--- src/rtl/mem_access_unit_pkg.sv ---
// ---------------------------------------------------------------------------
// mem_access_unit_pkg
//   Definitions shared by the memory access unit, the control unit and the
//   hazard logic:
//     - OP_LD / OP_ST : opcodes whose MemRead/MemWrite decode drives this unit
//     - TIMER_W       : width of the saturating REQ-state timer
//     - mau_state_e   : FSM state encodings (IDLE, REQ, DONE)
// ---------------------------------------------------------------------------
package mem_access_unit_pkg;

  localparam logic [3:0] OP_LD = 4'b0111;
  localparam logic [3:0] OP_ST = 4'b1000;

  localparam int TIMER_W = 8;

  typedef enum logic [1:0] {
    MAU_IDLE = 2'd0,
    MAU_REQ  = 2'd1,
    MAU_DONE = 2'd2
  } mau_state_e;

endpackage

--- src/rtl/mem_access_unit_if.sv ---
// ---------------------------------------------------------------------------
// mem_access_unit_if
//   Data-memory req/ack bus.
//     mem_req   : request, held high until ack or timeout
//     mem_we    : 1 = store, 0 = load
//     mem_addr  : word address
//     mem_wdata : store data
//     mem_ack   : completion from memory (read data valid in the same cycle)
//     mem_rdata : load data
//   master = the memory access unit, slave = the data memory.
// ---------------------------------------------------------------------------
interface mem_access_unit_if #(
  parameter int ADDR_W = 16,
  parameter int DATA_W = 16
);
  logic              mem_req;
  logic              mem_we;
  logic [ADDR_W-1:0] mem_addr;
  logic [DATA_W-1:0] mem_wdata;
  logic              mem_ack;
  logic [DATA_W-1:0] mem_rdata;

  modport master (
    output mem_req, mem_we, mem_addr, mem_wdata,
    input  mem_ack, mem_rdata
  );

  modport slave (
    input  mem_req, mem_we, mem_addr, mem_wdata,
    output mem_ack, mem_rdata
  );
endinterface

--- src/rtl/mem_access_unit_timeout_ctr.sv ---
// ---------------------------------------------------------------------------
// mem_access_unit_timeout_ctr
//   Saturating clear/enable counter that times a single bus request.
//   Ports:
//     clk    : clock, rising edge
//     rst    : synchronous reset, active-high
//     clr_i  : clear to zero (has priority over enable)
//     en_i   : count up by one, saturating at all-ones
//     tc_o   : terminal count, high while count == TIMEOUT-1
// ---------------------------------------------------------------------------
module mem_access_unit_timeout_ctr
  import mem_access_unit_pkg::*;
#(
  parameter int TIMEOUT = 15
) (
  input  logic clk,
  input  logic rst,
  input  logic clr_i,
  input  logic en_i,
  output logic tc_o
);

  localparam logic [TIMER_W-1:0] TC_VAL = TIMER_W'(TIMEOUT - 1);

  logic [TIMER_W-1:0] count_q, count_d;

  always_comb begin
    count_d = count_q;
    if (clr_i) begin
      count_d = '0;
    end else if (en_i && (count_q != '1)) begin
      count_d = count_q + 1'b1;
    end
  end

  always_ff @(posedge clk) begin
    if (rst) begin
      count_q <= '0;
    end else begin
      count_q <= count_d;
    end
  end

  assign tc_o = (count_q == TC_VAL);

endmodule

--- src/rtl/mem_access_unit.sv ---
// ---------------------------------------------------------------------------
// mem_access_unit
//   MEM-stage engine: turns a MemRead/MemWrite request from EX/MEM into one
//   req/ack transaction on the data-memory bus, stalls the pipeline until it
//   completes (or times out) and hands load data to writeback.
//   Ports:
//     clk, rst        : clock / synchronous active-high reset
//     MemRead/MemWrite: load / store request (both high = store + err)
//     addr, wdata     : effective address and store data
//     stall           : hold PC and pipeline registers
//     rdata           : load result (0 after a timeout)
//     rdata_valid     : one-cycle completion pulse
//     err             : one-cycle pulse on timeout or illegal request
//     mem             : data-memory bus (master side)
// ---------------------------------------------------------------------------
module mem_access_unit
  import mem_access_unit_pkg::*;
#(
  parameter int ADDR_W  = 16,
  parameter int DATA_W  = 16,
  parameter int TIMEOUT = 15
) (
  input  logic              clk,
  input  logic              rst,
  input  logic              MemRead,
  input  logic              MemWrite,
  input  logic [ADDR_W-1:0] addr,
  input  logic [DATA_W-1:0] wdata,
  output logic              stall,
  output logic [DATA_W-1:0] rdata,
  output logic              rdata_valid,
  output logic              err,
  mem_access_unit_if.master mem
);

  mau_state_e        state_q, state_d;
  logic [ADDR_W-1:0] mem_addr_q, mem_addr_d;
  logic [DATA_W-1:0] mem_wdata_q, mem_wdata_d;
  logic              mem_we_q, mem_we_d;
  logic [DATA_W-1:0] rdata_q, rdata_d;
  logic              err_q, err_d;

  logic go;
  logic tmr_clr, tmr_en, tmr_tc;

  assign go = MemRead | MemWrite;

  mem_access_unit_timeout_ctr #(
    .TIMEOUT (TIMEOUT)
  ) u_timeout_ctr (
    .clk   (clk),
    .rst   (rst),
    .clr_i (tmr_clr),
    .en_i  (tmr_en),
    .tc_o  (tmr_tc)
  );

  always_comb begin
    state_d     = state_q;
    mem_addr_d  = mem_addr_q;
    mem_wdata_d = mem_wdata_q;
    mem_we_d    = mem_we_q;
    rdata_d     = rdata_q;
    err_d       = 1'b0;
    stall       = 1'b0;
    tmr_clr     = 1'b0;
    tmr_en      = 1'b0;

    case (state_q)
      MAU_IDLE: begin
        // Stall combinationally so the requesting instruction is held in EX/MEM.
        stall = go;
        if (go) begin
          mem_addr_d  = addr;
          mem_wdata_d = wdata;
          mem_we_d    = MemWrite;          // read+write together resolves to a store
          err_d       = MemRead & MemWrite; // flagged in the first REQ cycle
          tmr_clr     = 1'b1;
          state_d     = MAU_REQ;
        end
      end
      MAU_REQ: begin
        stall = 1'b1;
        if (mem.mem_ack) begin
          if (!mem_we_q) begin
            rdata_d = mem.mem_rdata;
          end
          state_d = MAU_DONE;
        end else if (tmr_tc) begin
          // Abort: no ack within TIMEOUT cycles; error shows in the DONE cycle.
          rdata_d = '0;
          err_d   = 1'b1;
          state_d = MAU_DONE;
        end else begin
          tmr_en = 1'b1;
        end
      end
      MAU_DONE: begin
        // Pipeline advances on this edge; a go seen here is the old instruction.
        state_d = MAU_IDLE;
      end
      default: begin
        state_d = MAU_IDLE;
      end
    endcase
  end

  always_ff @(posedge clk) begin
    if (rst) begin
      state_q     <= MAU_IDLE;
      mem_addr_q  <= '0;
      mem_wdata_q <= '0;
      mem_we_q    <= 1'b0;
      rdata_q     <= '0;
      err_q       <= 1'b0;
    end else begin
      state_q     <= state_d;
      mem_addr_q  <= mem_addr_d;
      mem_wdata_q <= mem_wdata_d;
      mem_we_q    <= mem_we_d;
      rdata_q     <= rdata_d;
      err_q       <= err_d;
    end
  end

  assign mem.mem_req   = (state_q == MAU_REQ);
  assign mem.mem_we    = mem_we_q;
  assign mem.mem_addr  = mem_addr_q;
  assign mem.mem_wdata = mem_wdata_q;
  assign rdata         = rdata_q;
  assign rdata_valid   = (state_q == MAU_DONE);
  assign err           = err_q;

endmodule

--- src/flat_wrapper.sv ---
// flat-port wrapper written by rule: the top's interface ports become plain ports
module mem_access_unit_flat import mem_access_unit_pkg::*;
#(
  parameter int ADDR_W  = 16,
  parameter int DATA_W  = 16,
  parameter int TIMEOUT = 15
)
  (clk, rst, MemRead, MemWrite, addr, wdata, stall, rdata, rdata_valid, err, mem_mem_req, mem_mem_we, mem_mem_addr, mem_mem_wdata, mem_mem_ack, mem_mem_rdata);
  mem_access_unit_if #(.ADDR_W(ADDR_W), .DATA_W(DATA_W)) mem_i ();
  input  logic clk;
  input  logic rst;
  input  logic MemRead;
  input  logic MemWrite;
  input  logic [ADDR_W-1:0] addr;
  input  logic [DATA_W-1:0] wdata;
  output logic stall;
  output logic [DATA_W-1:0] rdata;
  output logic rdata_valid;
  output logic err;
  output wire logic [$bits(mem_i.mem_req)-1:0] mem_mem_req;
  output wire logic [$bits(mem_i.mem_we)-1:0] mem_mem_we;
  output wire logic [$bits(mem_i.mem_addr)-1:0] mem_mem_addr;
  output wire logic [$bits(mem_i.mem_wdata)-1:0] mem_mem_wdata;
  input wire logic [$bits(mem_i.mem_ack)-1:0] mem_mem_ack;
  input wire logic [$bits(mem_i.mem_rdata)-1:0] mem_mem_rdata;
  assign mem_mem_req = mem_i.mem_req;
  assign mem_mem_we = mem_i.mem_we;
  assign mem_mem_addr = mem_i.mem_addr;
  assign mem_mem_wdata = mem_i.mem_wdata;
  assign mem_i.mem_ack = mem_mem_ack;
  assign mem_i.mem_rdata = mem_mem_rdata;
  mem_access_unit #(.ADDR_W(ADDR_W), .DATA_W(DATA_W), .TIMEOUT(TIMEOUT)) u_core (.clk(clk), .rst(rst), .MemRead(MemRead), .MemWrite(MemWrite), .addr(addr), .wdata(wdata), .stall(stall), .rdata(rdata), .rdata_valid(rdata_valid), .err(err), .mem(mem_i));
endmodule
--- config.mk ---
export PLATFORM = sky130hd
export DESIGN_NAME = mem_access_unit_flat
export DESIGN_NICKNAME = d
export VERILOG_FILES = /design/src/rtl/mem_access_unit_pkg.sv /design/src/rtl/mem_access_unit_if.sv /design/src/rtl/mem_access_unit_timeout_ctr.sv /design/src/rtl/mem_access_unit.sv /design/src/flat_wrapper.sv
export SDC_FILE = /design/constraint.sdc
export NUM_CORES = 1
export LEC_CHECK = 0
export CORE_ASPECT_RATIO = 0.7
export CORE_MARGIN = 4
export CORE_UTILIZATION = 40
export CTS_CLUSTER_DIAMETER = 60
export DETAILED_ROUTE_END_ITERATION = 10
export PLACE_DENSITY = 0.82
export REMOVE_ABC_BUFFERS = 1
export SLEW_MARGIN = 20
export SYNTH_ARGS = -nofsm -noshare
export SYNTH_HDL_FRONTEND = slang
export SYNTH_SLANG_ARGS = --single-unit
--- constraint.sdc ---
create_clock -name clk -period 3.25 [get_ports clk]
set_input_delay 0.65 -clock clk [delete_from_list [all_inputs] [get_ports clk]]
set_output_delay 0.65 -clock clk [all_outputs]
set_load 0.01 [all_outputs]
* Yosys cells after proc, flatten, opt, wreduce, memory -nomap -nowiden *
Cells that the tools add are included.

storage, ports and cells
  memories = 0
  register bits = 60
  input bits = 53
  bits in writable memories = 0
  word-level logic and storage cells = 41
  latch bits = 0
  bits in read-only memories = 0

operators by class
  reductions and logical operators = 7
  shifts and indexed selects = 0
  equality and inequality tests = 7
  add/sub/neg operators = 1
  multipliers = 0
  divide/modulo/power cells = 0
  bitwise logic cells = 2
  magnitude comparators = 0
  mux-type cells = 17

operators with widths
  cell                   number
  $mux W16               3
  $add A8 B1 Y8 const B  1
  $eq A8 B4 Y1 const B   1
  $mux W1                8
  $ne A8 B8 Y1 const B   1
  $mux W2                3
  $pmux W1 S2            2
  $pmux W2 S2            1
  $reduce_and A2 Y1      2
  $ne A3 B1 Y1 const B   1
  $reduce_and A3 Y1      1
  $eq A2 B1 Y1 const B   1
  $eq A2 B2 Y1 const B   1
  $logic_not A2 Y1       1
  $ne A2 B1 Y1 const B   1
  $ne A2 B2 Y1 const B   1
  $reduce_bool A2 Y1     1
  $reduce_or A2 Y1       1
  $and A1 B1 Y1          1
  $logic_and A1 B1 Y1    1
  $or A1 B1 Y1           1

* Depth between registers and ports, before layout *
  depth after elaboration = 5
  gate-level depth with buffers = 7
  depth with buffers taken out = 6

* Cells and area by module *
Synthesis repeated with hierarchy kept, for this count alone.

unflattened totals
  cells, all modules = 301
  area, all modules = 2,630.0 um^2

by module, submodules not included
  module                       cells an instance  area an instance (um^2)  sequential area each (um^2)  times used
  mem_access_unit              244                2,172.1                  1,041.0                      1
  mem_access_unit_timeout_ctr  57                 457.9                    160.2                        1

* Worst setup path before layout *
No wires, ideal clock.

  path type = input port to flip-flop
  from = in mem_mem_ack
  to = reg u_core.u_timeout_ctr.count_q[6]
  stages on the path = 4
  slack = 1,555 ps
  arrival time = 1,623 ps
  setup time = 71 ps
  required time = 3,179 ps
  buffers on the path = 0
  path through = nor3b_2 -> o21ai_4 -> or4_1 -> a21oi_1

on the way
  longest elaborated chain between the ends = 3

ends and longest elaborated chain
  item                    RTL line                           source
  start: declaration      flat_wrapper.sv:24                 input wire logic [$bits(mem_i.mem_ack)-1:0] mem_mem_ack;
  $mux W1                 mem_access_unit.sv:84              if (mem.mem_ack) begin
  $mux W1                 mem_access_unit.sv:69              case (state_q)
  $logic_and A1 B1 Y1     mem_access_unit_timeout_ctr.sv:31  end else if (en_i && (count_q != '1)) begin
  end signal: assignment  mem_access_unit_timeout_ctr.sv:40  count_q <= count_d;
  end: declaration        mem_access_unit_timeout_ctr.sv:25  logic [TIMER_W-1:0] count_q, count_d;

Every way passes these cells.
A chain may end at the register's enable or synchronous reset.

* Worst setup path after layout *
  from = in MemWrite
  to = out stall

on the way
  longest elaborated chain between the ends = 2

ends and longest elaborated chain
  item                RTL line               source
  start: declaration  flat_wrapper.sv:13     input logic MemWrite;
  $or A1 B1 Y1        mem_access_unit.sv:46  assign go = MemRead | MemWrite;
  $pmux W1 S2         mem_access_unit.sv:69
  end: declaration    flat_wrapper.sv:16     output logic stall;

Every way passes these cells.

==> results.ini <==
[floorplanning]
die_w_um = 97.6
start_util = 0.421
io_pins = 106
die_h_um = 70.7
core_area_um2 = 5340
rows = 22
die_area_um2 = 6910

[critical_path]
worstPathArrival_ns = 1.93
start_kind = input port
critical_path.max_fanout = 5
crit_type = in2out
required_ns = 2.60
end_kind = primary output

[global_routing]
grt_pass1_wl_um = 10000
grt_pass1_vias = 2026
grt_overflow = 0
track_usage = 0.181
antenna_found_initial = 0
grt_max_degree = 34

[synthesis]
synth_cells = 254
synth_edf_count = 0
synthMostInstantiatedCell = nand2_1
synth_top_flop_cell = dfxtp_1
ys_warn_count = 0
yosysTopAreaCellShare = 0.534
synth.ff_latch_count = 60
ys_seq_area_frac = 0.534
synth.distinct_cells = 32
syn-mean-instance-area_um2 = 8.86
synth_commonest_cells = nand2_1 (70), dfxtp_1 (60), a21oi_1 (41)
syn_area_um2 = 2250
synth_area_leader_cell = dfxtp_1
synth_area_leaders = dfxtp_1 (53%), nand2_1 (12%), a21oi_1 (9.1%)
synthArstFlopShare = 0

[cts]
cts_tree = yes
cts_inserted_buffers = 9
cts_resized = 0
clkTransAtPathRegs_ns = 0.06
h-tree-depth = 3
clockBufferDepth = 2
numClockSinks = 60
insertion_delay_ns = 0.33
cts_root_buf = clkbuf_8
post_cts_buffers = 0
hold_buffers = 0

[placement]
numPortBuffers = 105
numPlacedInstances = 422
routabilityCongestion = 0.806
placed_cell_area_um2 = 3360
dp_hpwl_um = 4460
post-place-ws_ns = 0.662

[timing]
relSlewSlack = 0.515
post-route-min-period_ns = 2.58
fin_skew_ns = 0.00723
tightest_slew_ns = 0.728
rsz0062_at_grt = no
setup_viol = 0
finalHoldViolations = 0
setup_ws_ns = 0.667
tns_ns = 0
fin_crit_sh = 0.795
drv_slew = 0
maxClockFrequency_mhz = 387

[finish]
final_util = 0.668
num-nets-final = 416
syn_to_final_growth_pct = 58.5
final-seq-area_um2 = 1200
fill_cells = 443
stdcell_area_um2 = 3560
multiInputGateArea_um2 = 982
n_antenna_cell = 0
fin_cells = 438
drive_gt1_frac = 0.0765

[drt]
wl_met2_um = 2570
drc = 0
top_layer = met4
routed_wl_um = 6170
vias = 2206
dr.pass1.iters = 4
wl_met1_um = 2930
drtAntennaViolNets = 0
via_per_inst = 5.04
post_drt_wl_per_cell_um = 14.1
drt_iter0_markers = 104
wl_met3_um = 598

[pwr]
peakVddDrop_uv = 312
p_leak_uw = 0.00133
powerDensity_nw_per_um2 = 508

[status]
status = completed

[hold_path]
holdCritPathClass = reg2reg

[flow_run]
drv_cap = 0

-- cell usage in the layout, fill, tap and decap left out, drive strengths merged, types with 2 or more instances in the layout --
master / count
inv: 2
dfxtp: 60
o21ai: 6
or3: 3
ha: 2
clkdlybuf4s50: 105
nand2: 70
clkinv: 2
o31ai: 4
nand2b: 2
a22o: 16
nand4: 3
nor2: 7
o41ai: 2
clkbuf: 12
nand3: 4
buf: 4
nor3b: 2
a21oi: 42
or4: 7
-- final timing paths --
path / slack [ns] / startpoint / endpoint / cells past startpoint
max: 0.67 / MemWrite / stall / 4
min: 0.46 / u_core.mem.mem_wdata[11]$_SDFFE_PP0P_ / u_core.mem.mem_wdata[11]$_SDFFE_PP0P_ / 2
max reg2reg: 1.48 / u_core.u_timeout_ctr.count_q[0]$_SDFFE_PP0P_ / u_core.u_timeout_ctr.count_q[6]$_SDFFE_PP0P_ / 6
min reg2reg: 0.46 / u_core.mem.mem_wdata[11]$_SDFFE_PP0P_ / u_core.mem.mem_wdata[11]$_SDFFE_PP0P_ / 2
-- flip-flops by register name, indices dropped and copies added (netlist names) --
name and cells:
u_core.mem.mem_wdata 16, u_core.mem.mem_we 1, u_core.state_q 2, u_core.u_timeout_ctr.count_q 8, u_core.rdata 16, u_core.mem.mem_addr 16
u_core.err 1
-- power by group --
group | internal (µW) | leakage (µW) | switching, µW
sequential | 785 | 0.000491 | 26.5
clock | 393 | 0.000102 | 273
combinational | 183 | 0.000732 | 150
-- logic make-up (layout without fill, tap and decap cells) --
kind of cell,Yosys count,count (layout),share of synthesized area
and+or+nand+nor,104,104,0.212
adders and majority gates,2,2,0.0111
DFF,60,60,0.534
buffers and inverters,15,127,0.0323
AOI/OAI and AO/OA,73,73,0.210
-- stage by stage --
| step | hold WS, ns | power (µW) |
|---|---|---|
| after CTS | 0.456 | 1840 |
| after detailed placement | 0.446 | 1160 |
| after global routing | 0.468 | 1900 |
| after global placement | 0.441 | 1160 |
| after floorplan | 0.474 | 952 |
| final | 0.455 | 1810 |
-- per-layer routing --
metal / vias to the layer above / track usage
li1: 1103 / -
met1: 1000 / 0.241
met2: 94 / 0.259
met3: 9 / 0.0877
met4: 0 / 0.0599
met5: - / 0
-- cell type report --
| class | count | share of cell area |
|---|---|---|
| sequential | 60 | 0.337 |
| timing repair buffer | 109 | 0.303 |
| inverter | 2 | 0.00211 |
| clock buffer | 12 | 0.0435 |
| multi-input combinational | 179 | 0.276 |
| tap | 72 | 0.0253 |
| clock inverter | 4 | 0.0133 |
-- worst max-delay path: stages --
cell             delay (ns)
clkdlybuf4s50_1        0.56
nor3_1                 0.08
nor2_1                 0.09
clkdlybuf4s50_1        0.55
Note: power is estimated with default switching activity, not from simulation.
